<file path="src/rtl/disp_pkg.sv">
// disp_pkg: shared active-low glyph and digit-select constants for the display scanner.
package disp_pkg;
  localparam logic [6:0] SEG_0     = 7'h40;
  localparam logic [6:0] SEG_1     = 7'h79;
  localparam logic [6:0] SEG_2     = 7'h24;
  localparam logic [6:0] SEG_3     = 7'h30;
  localparam logic [6:0] SEG_4     = 7'h19;
  localparam logic [6:0] SEG_5     = 7'h12;
  localparam logic [6:0] SEG_6     = 7'h02;
  localparam logic [6:0] SEG_7     = 7'h78;
  localparam logic [6:0] SEG_8     = 7'h00;
  localparam logic [6:0] SEG_9     = 7'h10;
  localparam logic [6:0] SEG_A     = 7'h08;
  localparam logic [6:0] SEG_B     = 7'h03;
  localparam logic [6:0] SEG_C     = 7'h46;
  localparam logic [6:0] SEG_D     = 7'h21;
  localparam logic [6:0] SEG_E     = 7'h06;
  localparam logic [6:0] SEG_F     = 7'h0E;
  localparam logic [6:0] SEG_BLANK = 7'h7F;
  localparam logic [3:0] DGT_OFF   = 4'b1111;
endpackage

</file>
<file path="src/rtl/seg7_hex.sv">
// seg7_hex: hex nibble to active-low {g,f,e,d,c,b,a} glyph decode.
module seg7_hex
  import disp_pkg::*;
(
  input  logic [3:0] hex_i,
  output logic [6:0] seg_o
);
  always_comb begin
    seg_o = SEG_BLANK;
    case (hex_i)
      4'h0: seg_o = SEG_0;
      4'h1: seg_o = SEG_1;
      4'h2: seg_o = SEG_2;
      4'h3: seg_o = SEG_3;
      4'h4: seg_o = SEG_4;
      4'h5: seg_o = SEG_5;
      4'h6: seg_o = SEG_6;
      4'h7: seg_o = SEG_7;
      4'h8: seg_o = SEG_8;
      4'h9: seg_o = SEG_9;
      4'hA: seg_o = SEG_A;
      4'hB: seg_o = SEG_B;
      4'hC: seg_o = SEG_C;
      4'hD: seg_o = SEG_D;
      4'hE: seg_o = SEG_E;
      4'hF: seg_o = SEG_F;
      default: seg_o = SEG_BLANK;
    endcase
  end
endmodule

</file>
<file path="src/rtl/disp_scan_ctrl.sv">
// disp_scan_ctrl: 4-digit multiplexed 7-seg scanner with frame-synchronous double buffer.
// Brightness dimming (bright port) is built only with DISP_SCAN_DIMMING_EN defined.
module disp_scan_ctrl
  import disp_pkg::*;
#(
  parameter int SCAN_DIV  = 50000,
  parameter int BLANK_CYC = 500
) (
  input  logic        clk,
  input  logic        rst_n,
  input  logic        load,
  input  logic [15:0] digits_in,
  input  logic        lz_en,
`ifdef DISP_SCAN_DIMMING_EN
  input  logic [2:0]  bright,
`endif
  output logic [3:0]  dgt,
  output logic [6:0]  seg,
  output logic        pending,
  output logic        frame_tick
);
  localparam int DW = $clog2(SCAN_DIV);
  localparam logic [DW-1:0] DIV_LAST = DW'(SCAN_DIV - 1);
  localparam logic [DW-1:0] BLANK = DW'(BLANK_CYC);
  logic [DW-1:0] div_q, div_d;
  logic [1:0] slot_q, slot_d;
  logic [15:0] shadow_q, shadow_d, active_q, active_d;
  logic pending_q, pending_d, tick_q, wrap, frame_end, lit, supp;
  logic [3:0] dgt_q, dgt_d, nib;
  logic [6:0] seg_q, seg_d, glyph;
`ifdef DISP_SCAN_DIMMING_EN
  logic [31:0] post, on_lim;
  assign post   = 32'(div_q) - 32'(BLANK_CYC);
  assign on_lim = 32'(((SCAN_DIV - BLANK_CYC) * (int'(bright) + 1)) / 8);
  assign lit    = div_q >= BLANK && post < on_lim;
`else
  assign lit = div_q >= BLANK;
`endif
  seg7_hex u_hex (.hex_i(nib), .seg_o(glyph));
  always_comb begin
    wrap      = div_q == DIV_LAST;
    frame_end = wrap && slot_q == 2'd3;
    div_d     = wrap ? '0 : div_q + 1'b1;
    slot_d    = wrap ? slot_q + 2'd1 : slot_q;
    shadow_d  = load ? digits_in : shadow_q;
    // a load landing on the frame boundary bypasses the shadow entirely
    active_d  = frame_end ? (load ? digits_in : pending_q ? shadow_q : active_q) : active_q;
    pending_d = frame_end ? 1'b0 : load | pending_q;
    nib       = active_q[{slot_q, 2'b00} +: 4];
    supp      = lz_en && (slot_q == 2'd3 ? active_q[15:12] == 4'h0 :
                          slot_q == 2'd2 ? active_q[15:8] == 8'h0 :
                          slot_q == 2'd1 ? active_q[15:4] == 12'h0 : 1'b0);
    dgt_d     = lit ? ~(4'b0001 << slot_q) : DGT_OFF;
    seg_d     = supp ? SEG_BLANK : glyph;
  end
  always_ff @(posedge clk) begin
    if (!rst_n) begin
      div_q     <= '0;
      slot_q    <= '0;
      shadow_q  <= '0;
      active_q  <= '0;
      pending_q <= 1'b0;
      tick_q    <= 1'b0;
      dgt_q     <= DGT_OFF;
      seg_q     <= SEG_BLANK;
    end else begin
      div_q     <= div_d;
      slot_q    <= slot_d;
      shadow_q  <= shadow_d;
      active_q  <= active_d;
      pending_q <= pending_d;
      tick_q    <= frame_end;
      dgt_q     <= dgt_d;
      seg_q     <= seg_d;
    end
  end
  assign dgt        = dgt_q;
  assign seg        = seg_q;
  assign pending    = pending_q;
  assign frame_tick = tick_q;
endmodule

</file>
<file path="config.mk">
export PLATFORM = sky130hd
export DESIGN_NAME = disp_scan_ctrl
export DESIGN_NICKNAME = d
export VERILOG_FILES = /design/src/rtl/disp_pkg.sv /design/src/rtl/seg7_hex.sv /design/src/rtl/disp_scan_ctrl.sv
export SDC_FILE = /design/constraint.sdc
export NUM_CORES = 1
export LEC_CHECK = 0
export BUFFER_PORTS_ARGS = -buffer_cell sky130_fd_sc_hd__buf_2
export CAP_MARGIN = 20
export CORE_ASPECT_RATIO = 0.5
export CORE_MARGIN = 5
export CORE_UTILIZATION = 30
export DETAILED_ROUTE_END_ITERATION = 16
export GPL_TIMING_DRIVEN = 0
export PLACE_DENSITY = 0.58
export SYNTH_ARGS = -nofsm -noshare
export SYNTH_HDL_FRONTEND = slang
export SYNTH_SLANG_ARGS = --single-unit
</file>
<file path="constraint.sdc">
create_clock -name clk -period 3.3 [get_ports clk]
set_input_delay 0.165 -clock clk [delete_from_list [all_inputs] [get_ports clk]]
set_output_delay 0.165 -clock clk [all_outputs]
set_load 0.02 [all_outputs]
</file>
== Yosys cells after proc, flatten, opt, wreduce, memory -nomap -nowiden ==
Memory sizes are Yosys's and may differ from the RTL's. A register that Yosys moved wholly into a read port is not among the register bits.
Cells that the tools add are included.

* $add $sub $neg: 2
* $lt $le $gt $ge: 1
* Eq/ne operators: 4
* Shift-type cells: 2
* Mux-type cells: 5
* Bitwise operators: 3
* Reduce and logical (&&, ||, !) cells: 11

{| class="wikitable"
|+ Operators with widths
! operator !! number
|-
| $mux W16 || 2
|-
| $add A16 B1 Y16 const B || 1
|-
| $eq A16 B16 Y1 const B || 1
|-
| $ge A16 B9 Y1 const B || 1
|-
| $shiftx A16 B5 Y4 || 1
|-
| $logic_not A12 Y1 || 1
|-
| $logic_not A8 Y1 || 1
|-
| $reduce_or A2 Y1 || 3
|-
| $eq A2 B2 Y1 const B || 2
|-
| $logic_not A4 Y1 || 1
|-
| $not A4 Y4 || 1
|-
| $reduce_and A2 Y1 || 2
|-
| $shl A1 B2 Y4 const A || 1
|-
| $mux W1 || 3
|-
| $add A2 B1 Y2 const B || 1
|-
| $eq A2 B1 Y1 const B || 1
|-
| $logic_and A1 B1 Y1 || 2
|-
| $reduce_bool A2 Y1 || 1
|-
| $not A1 Y1 || 1
|-
| $or A1 B1 Y1 || 1
|}

* Bits in registers: 56
* Bits in read-only memories: 112
* Input bits: 20
* Output and inout bits: 13
* Word-level logic and storage cells: 36
* Memories: 1

{| class="wikitable"
|+ Memories
! name !! depth !! bits a word !! read ports !! clocked after Yosys merged registers in !! write ports !! RTL line !! text
|-
| (name not given) || 16 || 7 || 1 || 1 || 0 || seg7_hex.sv:10 || <nowiki>case (hex_i)</nowiki>
|}

== Logic depth before layout (Yosys ltp) ==
* Depth in word-level cells: 6
* Depth in mapped cells: 7
* Mapped depth without buffers: 6

== By module ==
A second synthesis with hierarchy kept.

* Cells, all modules: 274
* Area total of the unflattened synthesis: 2920.3 um^2

{| class="wikitable"
|+ Modules (own cells, without submodules)
! module !! instances !! cells an instance !! area each (um^2) !! sequential area each (um^2)
|-
| disp_scan_ctrl || 1 || 242 || 2645.0 || 1261.2
|-
| seg7_hex || 1 || 32 || 275.3 || 0.0
|}

== Least setup slack after synthesis ==
OpenSTA, ideal clock, no wires.

* Path kind: reg-to-reg
* Start: reg slot_q[0]
* End: reg seg_q[3] (netlist: seg[3])
* Setup time: 0.118 ns
* Arrival time: 2.184 ns
* Required time: 3.182 ns
* Slack: 0.998 ns
* Stages on the path, launching flop included: 6
* Buffers on the path: 1
* Period minus slack after synthesis: 2.302 ns
* Cell sequence: dfxtp_1 clkbuf_1 mux2_2 mux2i_1 mux4_2 nand2b_1

* Word-level cells in the longest chain between the ends: 6
* Elaborated cells on any way between the ends: 9
* Those cells by class: eq/ne (3); shift (1); mux (3); reduce/logical (2)

{| class="wikitable"
|+ RTL lines
! element !! RTL line !! text
|-
| start: declaration || disp_scan_ctrl.sv:26 || <nowiki>logic [1:0] slot_q, slot_d;</nowiki>
|-
| start signal: assignment || disp_scan_ctrl.sv:68 || <nowiki>slot_q <= slot_d;</nowiki>
|-
| $eq A2 B1 Y1 || disp_scan_ctrl.sv:52 || <nowiki>slot_q == 2'd1 ? active_q[15:4] == 12'h0 : 1'b0);</nowiki>
|-
| $mux W1 || disp_scan_ctrl.sv:52 ||
|-
| $mux W1 || disp_scan_ctrl.sv:51 || <nowiki>slot_q == 2'd2 ? active_q[15:8] == 8'h0 :</nowiki>
|-
| $mux W1 || disp_scan_ctrl.sv:50 || <nowiki>supp = lz_en && (slot_q == 2'd3 ? active_q[15:12] == 4'h0 :</nowiki>
|-
| $logic_and A1 B1 Y1 || disp_scan_ctrl.sv:50 ||
|-
| $reduce_or A2 Y1 (no source line) || -- ||
|-
| end: declaration || disp_scan_ctrl.sv:30 || <nowiki>logic [6:0] seg_q, seg_d, glyph;</nowiki>
|}

Parallel ways exist; a longest one is shown, timed or not.
A chain may end at the register's enable or synchronous reset.

== Worst setup path after layout ==
Ends and elaborated chain as after synthesis.

==> impl_metrics.py <==
metrics = {
    "status": {
        "status": "finished, final reports clean",
    },
    "global_routing": {
        "grt_max_degree": 11,
        "track_usage": 0.110,
        "grt_pass1_wl_um": 10600,
        "grt_overflow_total": 0,
        "antenna_found_initial": 0,
        "grt_pass1_vias": 2217,
    },
    "synthesis": {
        "yosys_warnings": 0,
        "synth_flop_cell": "dfxtp_1",
        "yosysSeqAreaShare": 0.425,
        "ys_ff_latch": 63,
        "async_reset_ff_frac": 0,
        "syn_avg_cell_area_um2": 10.6,
        "synth_edf_count": 0,
        "syn_inst": 279,
        "syn-num-nets": 311,
        "synth.distinct_cells": 42,
        "syn-cell-area_um2": 2970,
    },
    "clock_tree": {
        "cts_setup_buffers": 0,
        "cts.htree.levels": 3,
        "clock_sinks": 63,
        "clk_latency_ns": 0.33,
        "cts_tree": "yes",
        "clk_path_buf_depth": 2,
        "clk_pin_slew_ns": 0.06,
        "cts_inserted_buffers": 9,
        "ctsResizeCount": 0,
        "hold_buffers": 0,
        "clock-root-buffer": "clkbuf_16",
    },
    "detailed_routing": {
        "wl_um": 6120,
        "vias_per_cell": 4.51,
        "final_antenna_net_count": 0,
        "firstDrtPassIters": 4,
        "vias": 2076,
        "drc": 0,
        "first_iter_violations": 94,
        "routedWlPerCell_um": 13.3,
    },
    "layout": {
        "fin_util": 0.372,
        "syn_to_final_growth_pct": 19.4,
        "fillers": 927,
        "stdcell_count": 460,
        "stdcell_area_um2": 3550,
        "fin_nets": 352,
        "antenna_cells": 0,
        "drive_above_1_share": 0.243,
    },
    "timing": {
        "period_share": 0.794,
        "hold_violations": 0,
        "fin_worst_skew_ns": 0.0103,
        "setup_viol_count_final": 0,
        "fin_hold_ws_ns": 0.151,
        "rsz0062_at_grt": "false",
        "setup_ws_ns": 0.680,
        "tns_ns": 0,
        "worst_pin_slew_ns": 0.934,
        "relSlewSlack": 0.360,
        "report.final.slew_viol_count": 0,
        "max_freq_mhz": 382,
        "timing.final.crit_period_ns": 2.62,
    },
    "die": {
        "core_um2": 9540,
        "fp.dieH_um": 80.4,
        "die_w_um": 151,
        "ios": 33,
        "rows": 25,
        "dieArea_um2": 12100,
        "initial_core_util": 0.311,
    },
    "setup_path": {
        "crit_fanout": 10,
        "cp_top_family": "multiplexers",
        "r2r-start": "slot_q[0]",
        "critPathArrivalTime_ns": 2.84,
        "crit_path_top_delay_cell": "mux2i_1",
        "worstSetupEndpointType": "register",
        "reg2reg_to": "seg[3]",
        "cp.required_ns": 3.52,
        "cpPeakStageDelay_ns": 0.75,
        "reg2reg_depth": 5,
        "r2r_slack_ns": 0.68,
        "critical_path.cell_chain": "clkbuf_1 > mux2_2 > mux2i_1 > mux4_2 > nand2b_1",
        "path_buf_inv": 1,
        "crit_type": "reg2reg",
        "startpoint": "slot_q[0]",
        "cp-start-kind": "register",
    },
    "placed_design": {
        "pre_cts_ws_ns": 0.679,
        "dp_hpwl_um": 4540,
        "io_buffer_count": 30,
        "dp.cells": 444,
        "place_area_um2": 3290,
        "gp_congestion": 0.808,
    },
    "power_and_ir_drop": {
        "irDropWorstVdd_v": 0.000342,
        "power_mw": 1.69,
        "leakagePower_nw": 1.49,
        "p_per_area_nw_per_um2": 476,
    },
    "worst_hold_path": {
        "hold_path.class": "in2reg",
        "hp-start": "digits_in[1]",
        "holdPathStages": 3,
        "whs_endpoint": "shadow_q[1]",
    },
    "run": {
        "max-cap-violations": 0,
    },
}
[layout make-up]
cell class              instances  area [um2]  area share
plain buffers                  13        91.3      0.0257
clock buffers                  11         233      0.0656
clock inverters                 5        25.0     0.00705
inverters                       7        26.3     0.00741
multi-input cells             196        1590       0.449
flip-flops and latches         63        1260       0.356
well taps                     135         169      0.0476
repair buffers                 30         150      0.0423
[registers in the layout (all words and copies together) (netlist names)]
signal / count
active_q: 16
pending: 1
slot_q: 2
dgt: 4
frame_tick: 1
div_q: 16
seg: 7
shadow_q: 16
[per-layer routing]
layer	up-vias	GRT usage	wire length, um
li1	1058	-	-
met1	979	0.128	2790
met2	32	0.191	2980
met3	7	0.0400	272
met4	0	0.0362	79
met5	-	0	0
[cell usage after synthesis (7+ instances only)]
| cell | n | area (um2) |
|---|---|---|
| mux2_4 | 10 | 150 |
| nand3_1 | 8 | 40.0 |
| dfxtp_1 | 63 | 1260 |
| nor2b_1 | 14 | 87.6 |
| nor2_1 | 16 | 60.1 |
| ha_1 | 12 | 150 |
| clkbuf_1 | 9 | 33.8 |
| nand4_1 | 7 | 43.8 |
| mux2i_1 | 24 | 240 |
| xor2_1 | 11 | 96.3 |
| nand2_1 | 11 | 41.3 |
| mux2_2 | 9 | 101 |
| and2_1 | 17 | 106 |
[cells in the final DEF, fill, tap and decap left out, drive strengths merged]
cell     Yosys  layout
dfxtp       63      63
buf          4      34
mux2i       24      24
clkbuf       9      20
and2        19      19
mux2        19      19
nor2        16      16
nor2b       14      14
ha          12      12
nand2       11      11
xor2        11      11
nand3        8       8
nand4        7       7
inv          6       6
clkinv       1       6
xnor2        5       5
nor4         5       5
a21oi        5       5
and4         5       5
nand3b       4       4
mux4         3       3
and2b        3       3
o21ai        3       3
o211ai       3       3
or3          3       3
or4          2       2
o221ai       2       2
a21boi       2       2
nand2b       2       2
and3         2       2
or4bb        1       1
or2          1       1
o211a        1       1
o311ai       1       1
o2bb2ai      1       1
o31ai        1       1
[worst reg2reg max path, cell delays in order, from the launching register on]
cell and delay (ns):
dfxtp_1 0.35, clkbuf_1 0.43, mux2_2 0.44, mux2i_1 0.75
mux4_2 0.40, nand2b_1 0.14
[worst max-delay path by stage]
stage,endpoint,cells after the start
2_1_floorplan,seg[3],5
4_1_cts,seg[3],5
6_report,seg[3],5
5_1_grt,seg[3],5
3_5_place_dp,seg[3],5
3_3_place_gp,seg[3],5
[cell families after synthesis]
| family | count (synthesis) | share of synthesized area |
|---|---|---|
| XOR/XNOR | 16 | 0.0472 |
| AND/OR/NAND/NOR | 103 | 0.206 |
| adder cells (fa/ha/maj) | 12 | 0.0505 |
| buffers and inverters | 20 | 0.0396 |
| flip-flops | 63 | 0.425 |
| multiplexers | 46 | 0.188 |
| AO/OA/AOI/OAI | 19 | 0.0438 |
[power breakdown]
| group | switching (mW) | internal (mW) |
|---|---|---|
| Sequential | 0.00833 | 0.781 |
| Combinational | 0.0404 | 0.0351 |
| Clock | 0.322 | 0.501 |
(Power assumes the default switching activity.)
